--- src/rtl/time_bcd_counter.sv ---
// Time-of-day core: 1 s prescaler, HH:MM:SS as six BCD digits, and a mode/increment time-set FSM.
// Optional hourly chime output is built when CHIME_EN is defined; otherwise chime is tied to 0.
module time_bcd_counter #(
    parameter int CLK_HZ = 1000
) (
    input  logic       clk,
    input  logic       cr,
    input  logic       en,
    input  logic       key_mode,
    input  logic       key_inc,
    output logic [3:0] ch0,
    output logic [3:0] ch1,
    output logic [3:0] ch2,
    output logic [3:0] ch3,
    output logic [3:0] ch4,
    output logic [3:0] ch5,
    output logic [1:0] set_mode,
    output logic [5:0] dig_blank,
    output logic       chime
);

    localparam int              PW       = (CLK_HZ > 1) ? $clog2(CLK_HZ) : 1;
    localparam logic [PW-1:0]   PRE_END  = PW'(CLK_HZ - 1);
    localparam logic [PW-1:0]   PRE_HALF = PW'(CLK_HZ / 2 - 1);

    // set_mode is the FSM state register itself, so it doubles as the state debug view.
    typedef enum logic [1:0] {
        S_RUN     = 2'b00,
        S_SET_HR  = 2'b01,
        S_SET_MIN = 2'b10,
        S_ILLEGAL = 2'b11
    } state_t;

    state_t          r_state, w_state_nxt;
    logic [PW-1:0]   r_pre, w_pre_nxt;
    logic            r_blink, w_blink_nxt;
    logic [5:0]      r_blank, w_blank_nxt;
    logic [3:0]      r_s0, r_s1, r_m0, r_m1, r_h0, r_h1;
    logic [3:0]      w_s0_nxt, w_s1_nxt, w_m0_nxt, w_m1_nxt, w_h0_nxt, w_h1_nxt;
    logic [3:0]      w_hinc0, w_hinc1, w_minc0, w_minc1;
    logic            w_pre_end, w_pre_half, w_sec_tick, w_inc;

    always_comb begin
        w_pre_end  = (r_pre == PRE_END);
        w_pre_half = (r_pre == PRE_HALF);
        w_sec_tick = en & w_pre_end;
        w_inc      = key_inc & ~key_mode;

        // Field increments with their own wrap, shared by RUN carry and SET modes.
        w_hinc0 = r_h0 + 4'd1;
        w_hinc1 = r_h1;
        if (r_h1 == 4'd2 && r_h0 == 4'd3) begin
            w_hinc0 = 4'd0;
            w_hinc1 = 4'd0;
        end else if (r_h0 == 4'd9) begin
            w_hinc0 = 4'd0;
            w_hinc1 = r_h1 + 4'd1;
        end
        w_minc0 = r_m0 + 4'd1;
        w_minc1 = r_m1;
        if (r_m0 == 4'd9) begin
            w_minc0 = 4'd0;
            w_minc1 = (r_m1 == 4'd5) ? 4'd0 : r_m1 + 4'd1;
        end

        w_pre_nxt = r_pre;
        if (r_state == S_SET_MIN && key_mode) begin
            w_pre_nxt = '0;
        end else if (en) begin
            w_pre_nxt = w_pre_end ? '0 : r_pre + PW'(1);
        end
        w_blink_nxt = r_blink ^ (en & (w_pre_end | w_pre_half));

        w_state_nxt = r_state;
        case (r_state)
            S_RUN:     if (key_mode) w_state_nxt = S_SET_HR;
            S_SET_HR:  if (key_mode) w_state_nxt = S_SET_MIN;
            S_SET_MIN: if (key_mode) w_state_nxt = S_RUN;
            default:   w_state_nxt = S_RUN;
        endcase

        w_s0_nxt = r_s0;
        w_s1_nxt = r_s1;
        w_m0_nxt = r_m0;
        w_m1_nxt = r_m1;
        w_h0_nxt = r_h0;
        w_h1_nxt = r_h1;
        case (r_state)
            S_RUN: begin
                if (w_sec_tick) begin
                    if (r_s0 != 4'd9) begin
                        w_s0_nxt = r_s0 + 4'd1;
                    end else begin
                        w_s0_nxt = 4'd0;
                        if (r_s1 != 4'd5) begin
                            w_s1_nxt = r_s1 + 4'd1;
                        end else begin
                            w_s1_nxt = 4'd0;
                            w_m0_nxt = w_minc0;
                            w_m1_nxt = w_minc1;
                            if (r_m1 == 4'd5 && r_m0 == 4'd9) begin
                                w_h0_nxt = w_hinc0;
                                w_h1_nxt = w_hinc1;
                            end
                        end
                    end
                end
            end
            S_SET_HR: begin
                if (w_inc) begin
                    w_h0_nxt = w_hinc0;
                    w_h1_nxt = w_hinc1;
                end
            end
            S_SET_MIN: begin
                if (key_mode) begin
                    w_s0_nxt = 4'd0;
                    w_s1_nxt = 4'd0;
                end else if (w_inc) begin
                    w_m0_nxt = w_minc0;
                    w_m1_nxt = w_minc1;
                end
            end
            default: ;
        endcase

        // Blank mask is derived from next-state values so it lines up with set_mode and blink.
        w_blank_nxt = 6'b000000;
        if (w_blink_nxt) begin
            if (w_state_nxt == S_SET_HR)  w_blank_nxt = 6'b110000;
            if (w_state_nxt == S_SET_MIN) w_blank_nxt = 6'b001100;
        end
    end

    always_ff @(posedge clk or negedge cr) begin
        if (!cr) begin
            r_state <= S_RUN;
            r_pre   <= '0;
            r_blink <= 1'b0;
            r_blank <= 6'b000000;
            r_s0    <= 4'd0;
            r_s1    <= 4'd0;
            r_m0    <= 4'd0;
            r_m1    <= 4'd0;
            r_h0    <= 4'd0;
            r_h1    <= 4'd0;
        end else begin
            r_state <= w_state_nxt;
            r_pre   <= w_pre_nxt;
            r_blink <= w_blink_nxt;
            r_blank <= w_blank_nxt;
            r_s0    <= w_s0_nxt;
            r_s1    <= w_s1_nxt;
            r_m0    <= w_m0_nxt;
            r_m1    <= w_m1_nxt;
            r_h0    <= w_h0_nxt;
            r_h1    <= w_h1_nxt;
        end
    end

`ifdef CHIME_EN
    logic r_chime;

    // Sampled from the current time, so it trails the displayed seconds by one clock.
    always_ff @(posedge clk or negedge cr) begin
        if (!cr) begin
            r_chime <= 1'b0;
        end else begin
            r_chime <= (r_state == S_RUN) && (r_m1 == 4'd5) && (r_m0 == 4'd9) &&
                       (r_s1 == 4'd5) && (r_s0 >= 4'd5);
        end
    end

    assign chime = r_chime;
`else
    assign chime = 1'b0;
`endif

    assign ch0       = r_s0;
    assign ch1       = r_s1;
    assign ch2       = r_m0;
    assign ch3       = r_m1;
    assign ch4       = r_h0;
    assign ch5       = r_h1;
    assign set_mode  = r_state;
    assign dig_blank = r_blank;

endmodule

--- config.mk ---
export PLATFORM = sky130hd
export DESIGN_NAME = time_bcd_counter
export DESIGN_NICKNAME = d
export VERILOG_FILES = /design/src/rtl/time_bcd_counter.sv
export SDC_FILE = /design/constraint.sdc
export NUM_CORES = 1
export LEC_CHECK = 0
export CAP_MARGIN = 20
export CORE_MARGIN = 2
export CORE_UTILIZATION = 48
export CTS_BUF_LIST = sky130_fd_sc_hd__clkbuf_16
export DETAILED_ROUTE_END_ITERATION = 16
export HOLD_SLACK_MARGIN = 0.03
export PLACE_DENSITY_LB_ADDON = 0.08
export SLEW_MARGIN = 20
export SYNTH_ARGS = -nofsm -noshare
export SYNTH_HDL_FRONTEND = slang
export SYNTH_SLANG_ARGS = --single-unit
--- constraint.sdc ---
create_clock -name clk -period 2.2 [get_ports clk]
set_input_delay 0.33 -clock clk [delete_from_list [all_inputs] [get_ports clk]]
set_output_delay 0.33 -clock clk [all_outputs]
set_load 0.005 [all_outputs]
Yosys cells after proc, flatten, opt, wreduce, memory -nomap -nowiden
Index checks and enable logic that the tools add are counted.
- add/sub/neg operators: 7
- equality and inequality tests: 21
- reductions and logical operators: 11
- mux-type cells: 49
- bitwise gates (word level): 6
- operator list (kind ; count):
    two-way mux 4 bit ; 33
    case mux 4 bit (2 select lines) ; 6
    two-way mux 10 bit ; 3
    adder 4 x 1 -> 4 bit, second input constant ; 6
    two-way mux 6 bit ; 3
    != test 2 bit, second input constant ; 8
    AND reduction 6 bit ; 2
    adder 10 x 1 -> 10 bit, second input constant ; 1
    equality test 10 bit, second input constant ; 1
    equality test 10 x 9 -> 1 bit, second input constant ; 1
    equality test 4 x 2 -> 1 bit, second input constant ; 2
    equality test 4 bit, second input constant ; 2
    two-way mux 2 bit ; 3
    case mux 2 bit (3 select lines) ; 1
    nonzero test 2 bit ; 3
    equality test 2 x 1 -> 1 bit, second input constant ; 2
    equality test 2 bit, second input constant ; 2
    equality test 4 x 3 -> 1 bit, second input constant ; 1
    != test 4 x 3 -> 1 bit, second input constant ; 1
    != test 4 bit, second input constant ; 1
    AND reduction 4 bit ; 1
    bitwise AND 1 bit ; 3
    logical AND 1 bit ; 3
    AND reduction 3 bit ; 1
    other kinds (4) ; 4
- output and inout bits: 33
- register bits after elaboration: 43
- word-level logic and storage cells: 104
- input port bits: 5

Longest topological paths before layout
Gate-level depths: netlist (run 1).
- depth after elaboration: 8
- mapped depth: 8
- gate-level depth less buffers: 7

Worst setup path before layout (run 1)
OpenSTA, ideal clock, no wires.
- path type: reg2reg
- from: reg r_pre[0]
- to: reg r_h0[0], in the netlist ch4[0]
- arrival time: 1.954 ns
- setup slack: 0.121 ns
- data required time: 2.075 ns
- path buffers: 1
- stages on the path, launching flop included: 8
- setup time: 0.125 ns
- clock period less this slack: 2.079 ns
- cells stage by stage: dfrtp_1 -> ha_1 -> nand4b_1 -> nor3_4 -> a31oi_1 -> or3_1 -> buf_6 -> mux2_4
- longest elaborated chain between the ends: 4
- RTL lines (element ; RTL line ; source):
    from (decl) ; 35 ; logic [PW-1:0] r_pre, w_pre_nxt;
    from (signal assigned) ; 149 ; r_pre <= w_pre_nxt;
    equality test 10 bit ; 44 ; w_pre_end = (r_pre == PRE_END);
    bitwise AND 1 bit ; 46 ; w_sec_tick = en & w_pre_end;
    != test 2 bit (no source line) ; -- ;
    AND reduction 6 bit (no source line) ; -- ;
    to (signal assigned) ; 156 ; r_h0 <= w_h0_nxt;
    to (decl) ; 38 ; logic [3:0] r_s0, r_s1, r_m0, r_m1, r_h0, r_h1;
Every way passes these cells.
A chain may end at the register's enable or synchronous reset.

Worst setup path in the final report (run 1)
- from: reg r_m0[2], in the netlist ch2[2]
- to: reg r_h0[1], in the netlist ch4[1]
- longest elaborated chain between the ends: 4
- RTL lines (element ; RTL line ; source):
    from (decl) ; 38 ;
    from (signal assigned) ; 154 ; r_m0 <= w_m0_nxt;
    equality test 4 bit ; 101 ; if (r_m1 == 4'd5 && r_m0 == 4'd9) begin
    logical AND 1 bit ; 101 ;
    != test 2 bit (no source line) ; -- ;
    AND reduction 6 bit (no source line) ; -- ;
Every way passes these cells.

==> results by group, run 1 <==
Pwr
  – Pwr/cell area: 995 nW/um^2
  – Total power: 2.87 mW
  – Leakage power: 1.26 nW
  – VDD IR max: 0.000633 V

Timing
  – Final clock skew: 0.00590 ns
  – Final hold vios: 0
  – Least-Margin Pin Slew: 0.617 ns
  – Max transition margin: 0.582
  – Fmax: 0.491 GHz
  – Max-slew violations: 0
  – Final setup viols: 0
  – Min Tclk post-route: 2.04 ns
  – Unrepaired setup endpoints after global routing: false
  – Final setup margin: 0.162 ns
  – Tcrit/Tclk final: 0.926

Finish
  – Non-Filler Instances: 336
  – Most frequent cells in the layout: dfrtp_1 (39), clkdlybuf4s50_1 (33), buf_4 (25), nor2_1 (20), nand2_1 (19)
  – Antenna Cells: 0
  – Core Util, Final: 0.658
  – Synth-to-layout area growth: 31.2%
  – Layout cells sized above 1: 0.155
  – # fillers: 379
  – Final Net Count: 295
  – Finished Cell Area: 2890 um^2
  – Commonest non-fill, non-tap cell in the layout: dfrtp_1

Critical path
  – CP Data Required Time: 2.37 ns
  – Critical Path AT: 2.20 ns
  – Critical R2R Launch: ch2[2]
  – Worst-path fanout max: 6
  – Slack of the worst reg-to-reg path: 0.16 ns
  – CP Capture Type: flip-flop
  – Startpoint Class: flip-flop
  – FF-to-FF End: ch4[1]
  – Critical path type: reg2reg
  – Worst Reg-to-Reg Cells: 5

Floorplan
  – # rows: 24
  – I/O pin count: 38
  – Initial Util: 0.502
  – Die ar.: 5140 um^2
  – Die width: 71.7 um
  – Die Y: 71.7 um
  – Core ar.: 4380 um^2

CTS
  – Post-CTS Setup Bufs: 0
  – Clock Tree Buf Depth: 2
  – H-tree Lvls: 2
  – TritonCTS buffer count: 5
  – Worst-Skew Late Latency: 0.28 ns
  – Clock Pin Slew Worst Setup and Hold Paths: 0.06 ns
  – CTS tree: built
  – Root Buffer: clkbuf_16
  – Clock sinks: 39

Synth
  – Average size of a mapped cell: 9.82 um^2
  – Synth unique cells: 50
  – Yosys reg bits: 39
  – Post-synthesis sequential area ratio: 0.444
  – Async SR Flop Fraction: 1.00
  – Post-Synthesis Cells: 224
  – Top_reg_cell synth: dfrtp_1
  – EDFF count, synth: 0
  – Yosys top cell area share: 0.444
  – Synthesized cell area: 2200 um^2
  – Dominant cells by area after synthesis: dfrtp_1 (44%), ha_1 (4.0%), xnor2_1 (4.0%)
  – Post-synth top area cell: dfrtp_1
  – Ys Warns: 0

Drt
  – Routed Antenna Nets: 0
  – Routed len/inst: 13.6 um
  – Vias per cell: 5.39
  – DR DRC count: 0
  – Total wire length: 4560 um
  – DRT iter0 DRCs: 103
  – Via count: 1810
  – First-pass DRT Iterations: 4

Global route
  – All-layer global routing usage: 0.193
  – Initial antenna violation count: 0
  – Largest net degree at the start of global routing: 27
  – Vias in the first global route: 1687
  – First-pass GRT wire length: 7850 um
  – GRT Residual Overflow: 0

Placed design
  – Port Buf Inserts: 34
  – DP HPWL: 3410 um
  – Global placement routability congestion: 0.800
  – Pre-CTS WS: -0.000548 ns
  – Area post-placement: 2730 um^2
  – Cells after DPL: 328

Flow run
  – Max_cap viols: 0

Worst hold path
  – Hold crit path type: in2async

Run status
  – Status: finished, final reports clean
[area by class of cell]
cell class                 count  area (um^2)  area share
clock inverter                 3         16.3     0.00564
timing repair buffer          59          523       0.181
tap                           52         65.1      0.0225
multi-input combinational    166         1140       0.394
sequential                    39          976       0.338
clock buffer                   5          125      0.0433
inverter                      12         45.0      0.0156
[layer usage]
layer	vias up	part of all wire	global-route usage
li1	920	-	-
met1	844	0.51	0.290
met2	41	0.43	0.282
met3	5	0.044	0.0323
met4	0	0.013	0.0692
met5	-	0	0
[worst max path at each step]
stage,startpoint,end,slack [ns],depth (start not counted)
2_1_floorplan,r_pre[0],ch4[0],0.12,7
3_3_place_gp,en,ch4[1],-0.01,6
3_5_place_dp,en,ch4[1],-0.0005,6
4_1_cts,ch2[2],ch4[1],0.07,5
5_1_grt,r_pre[1],ch4[2],0.05,7
6_report,ch2[2],ch4[1],0.16,5
[flip-flops by register name, indices dropped and copies added, names as in the netlist]
register / cells
r_blink: 1
ch2: 4
set_mode: 2
r_pre: 10
ch4: 4
ch1: 4
dig_blank: 2
ch3: 4
ch5: 4
ch0: 4
[cells in the mapped netlist, types with 3 or more instances]
master / instances
o31ai_1: 8
dfrtp_1: 39
nand2_1: 19
xnor2_1: 10
nand3_1: 8
or3_1: 3
inv_1: 12
a31oi_1: 4
ha_1: 7
o41ai_1: 3
mux2_2: 3
buf_4: 5
o21ai_0: 12
nor2b_1: 6
xor2_1: 5
nor3_1: 6
nor2_1: 20
nand3b_1: 10
[what timing repair did]
action                                  in CTS  in global routing
hold buffers                                 0                  0
endpoints found under the setup margin       0                  7
resized for setup                            0                  3
[kinds of logic (layout without fill, tap and decap cells)]
family / after synthesis / in the layout / share of synthesized area
flip-flops: 39 / 39 / 0.444
AO/OA/AOI/OAI: 40 / 40 / 0.130
XOR/XNOR: 15 / 15 / 0.0597
other: 1 / 3 / 0.00170
adder cells (fa/ha/maj): 7 / 7 / 0.0398
AND/OR/NAND/NOR: 96 / 96 / 0.247
buffers and inverters: 21 / 79 / 0.0483
multiplexers: 5 / 5 / 0.0290
[metrics by stage]
step | hold WS, ns | setup TNS, ns
after CTS | 0.0682 | 0
after detailed placement | 0.366 | -0.000548
after global placement | 0.365 | -0.0237
final | 0.0481 | 0
after global routing | 0.105 | 0
after floorplan | 0.0344 | 0
[power breakdown]
group          switching [mW]  internal [mW]
registers               0.193          0.892
clock network           0.270          0.413
logic                   0.481          0.623
[worst max-delay path, stage by stage, from the launching register on]
cell	delay, ns
dfrtp_1	0.38
and4bb_1	0.32
nand3_2	0.11
o41a_4	0.41
or3_4	0.39
mux2_4	0.31
Note: power is estimated with default switching activity, not from simulation.
==> run 2, diff against run 1 <==
--- a/config.mk
+++ b/config.mk
@@ -7,11 +7,11 @@
 export LEC_CHECK = 0
 export CAP_MARGIN = 20
 export CORE_MARGIN = 2
-export CORE_UTILIZATION = 48
+export CORE_UTILIZATION = 55
 export CTS_BUF_LIST = sky130_fd_sc_hd__clkbuf_16
 export DETAILED_ROUTE_END_ITERATION = 16
 export HOLD_SLACK_MARGIN = 0.03
-export PLACE_DENSITY_LB_ADDON = 0.08
+export PLACE_DENSITY = 0.93
 export SLEW_MARGIN = 20
 export SYNTH_ARGS = -nofsm -noshare
 export SYNTH_HDL_FRONTEND = slang
==> constraint.sdc (replaced) <==
create_clock -name clk -period 2.5 [get_ports clk]
set_input_delay 0.375 -clock clk [delete_from_list [all_inputs] [get_ports clk]]
set_output_delay 0.375 -clock clk [all_outputs]
set_load 0.005 [all_outputs]
==> results by group, run 2 (same netlist as run 1, synthesis figures left out) <==
Floorplan
  – Die width: 67.2 um (-6.2%)
  – I/O pin count: 38 (unchanged)
  – Die Y: 67.2 um (-6.2%)
  – Die ar.: 4520 um^2 (-12%)
  – # rows: 22 (-8.3%)
  – Initial Util: 0.588 (+0.0859)
  – Core ar.: 3740 um^2 (-15%)

CTS
  – H-tree Lvls: 2 (unchanged)
  – Post-cts resize count: 0 (unchanged)
  – TritonCTS buffer count: 5 (unchanged)
  – Clock Pin Slew Worst Setup and Hold Paths: 0.06 ns (about the same)
  – Clock Tree Buf Depth: 2 (unchanged)
  – Root Buffer: clkbuf_16
  – Post-CTS Setup Bufs: 0 (unchanged)
  – CTS tree: built
  – Worst-Skew Late Latency: 0.28 ns (about the same)
  – Number of hold buffers added after CTS: 0 (unchanged)
  – Clock sinks: 39 (unchanged)

Timing
  – Min Tclk post-route: 2.29 ns (+0.256 ns)
  – Least-Margin Pin Slew: 0.849 ns (+0.232 ns)
  – Fmax: 0.436 GHz (-11%)
  – Final clock skew: 0.00667 ns (+0.000766 ns)
  – Final hold vios: 0 (unchanged)
  – Hold_ws: 0.199 ns (+0.151 ns)
  – Max transition margin: 0.434 (-0.148)
  – Max-slew violations: 0 (unchanged)
  – Tcrit/Tclk final: 0.917 (-0.00893)
  – Final setup viols: 0 (unchanged)
  – Unrepaired setup endpoints after global routing: false
  – Setup TNS: 0 ns (unchanged)
  – Final setup margin: 0.206 ns (+0.0444 ns)

Critical path
  – Critical path type: reg2reg
  – FF-to-FF End: ch2[1]
  – Startpoint Class: flip-flop
  – CP Data Required Time: 2.67 ns (+0.30 ns)
  – Worst-path fanout max: 10 (+4)
  – Slack of the worst reg-to-reg path: 0.21 ns (+0.04 ns)
  – CP Capture Type: flip-flop
  – Worst Reg-to-Reg Cells: 5 (unchanged)
  – Critical Path AT: 2.46 ns (+0.26 ns)
  – Critical R2R Launch: r_pre[4]

Global route
  – GRT Residual Overflow: 0 (unchanged)
  – First-pass GRT wire length: 7770 um (-1.1%)
  – All-layer global routing usage: 0.229 (+0.0351)
  – Initial antenna violation count: 0 (unchanged)
  – Vias in the first global route: 1719 (+1.9%)
  – Largest net degree at the start of global routing: 40 (+48%)

Finish
  – Finished Cell Area: 2740 um^2 (-5.1%)
  – Max FFs per register: 10 (unchanged)
  – Largest reg by FF count: r_pre
  – Layout cells sized above 1: 0.0837 (-0.0713)
  – Area occupied by registers: 976 um^2 (unchanged)
  – Core Util, Final: 0.732 (+0.0736)
  – Area occupied by multi-input gates: 1120 um^2 (-0.99%)
  – Final Net Count: 274 (-7.1%)
  – Synth-to-layout area growth: 24.6%
  – # fillers: 279 (-26%)
  – Commonest non-fill, non-tap cell in the layout: dfrtp_1
  – Most frequent cells in the layout: dfrtp_1 (39), clkdlybuf4s50_1 (33), nor2_1 (20), nand2_1 (19)
  – Antenna Cells: 0 (unchanged)
  – Non-Filler Instances: 311 (-7.4%)

Drt
  – Routed len/inst: 15.1 um (+11%)
  – Vias per cell: 5.84 (+8.5%)
  – First-pass DRT Iterations: 4 (unchanged)
  – DR DRC count: 0 (unchanged)
  – Via count: 1817 (+0.39%)
  – Total wire length: 4690 um (+2.7%)
  – DRT iter0 DRCs: 112 (+8.7%)
  – Routed Antenna Nets: 0 (unchanged)

Placed design
  – Port Buf Inserts: 34 (unchanged)
  – Pre-CTS WS: 0.0862 ns (+0.0868 ns)
  – Cells after DPL: 303 (-7.6%)
  – DP HPWL: 3270 um (-4.1%)
  – Area post-placement: 2570 um^2 (-5.9%)
  – Global placement routability congestion: 0.829 (+3.6%)

Worst hold path
  – Hold crit path type: in2async

Flow run
  – Max_cap viols: 0 (unchanged)

Pwr
  – Total power: 2.54 mW (-11%)
  – Pwr/cell area: 928 nW/um^2 (-6.7%)
  – Leakage power: 1.17 nW (-7.4%)
  – VDD IR max: 0.000581 V (-8.3%)

Run status
  – Status: finished, final reports clean
==> run 2: final cells by class <==
cell class | instances | share of cell area
Multi-Input combinational cell | 166 | 0.411
Sequential cell | 39 | 0.356
Timing Repair Buffer | 38 | 0.133
Clock buffer | 5 | 0.0457
Tap cell | 48 | 0.0219
Inverter | 12 | 0.0164
Clock inverter | 3 | 0.0160
==> run 2: layer usage <==
metal  global-route usage  wire length [um]
met1                0.303              2120
met2                0.349              2140
met3               0.0583               284
met4                0.112               133
met5                    0                 0
==> run 2: worst max path at each step <==
stage | from | depth (start not counted) | slack (ns) | end
after floorplan | r_pre[0] | 7 | 0.42 | ch4[0]
after global placement | en | 6 | 0.16 | ch4[1]
after detailed placement | en | 7 | 0.09 | ch2[1]
after CTS | set_mode[1] | 4 | 0.24 | ch2[1]
after global routing | set_mode[1] | 4 | 0.04 | ch2[1]
final | r_pre[4] | 5 | 0.21 | ch2[1]
==> run 2: worst max-delay path, cell delays in order (launching register included) <==
cell and delay [ns]:
dfrtp_1 0.45, nand3b_1 0.22, nor3_1 0.43, a31oi_1 0.42, nor2b_1 0.29, mux2_2 0.37
==> run 2: report_power, final <==
| part | leakage, nW | internal [mW] | switching (mW) |
|---|---|---|---|
| registers | 0.504 | 0.784 | 0.259 |
| logic | 0.584 | 0.442 | 0.337 |
| clock network | 0.0838 | 0.470 | 0.252 |
| total | 1.17 | 1.70 | 0.847 |
==> run 3, diff against run 2 <==
--- a/config.mk
+++ b/config.mk
@@ -10,6 +10,7 @@
 export CORE_UTILIZATION = 55
 export CTS_BUF_LIST = sky130_fd_sc_hd__clkbuf_16
 export DETAILED_ROUTE_END_ITERATION = 16
+export GPL_TIMING_DRIVEN = 1
 export HOLD_SLACK_MARGIN = 0.03
 export PLACE_DENSITY = 0.93
 export SLEW_MARGIN = 20
==> results of run 3 <==
Final layout, timing and power as in run 2 (identical DEF).
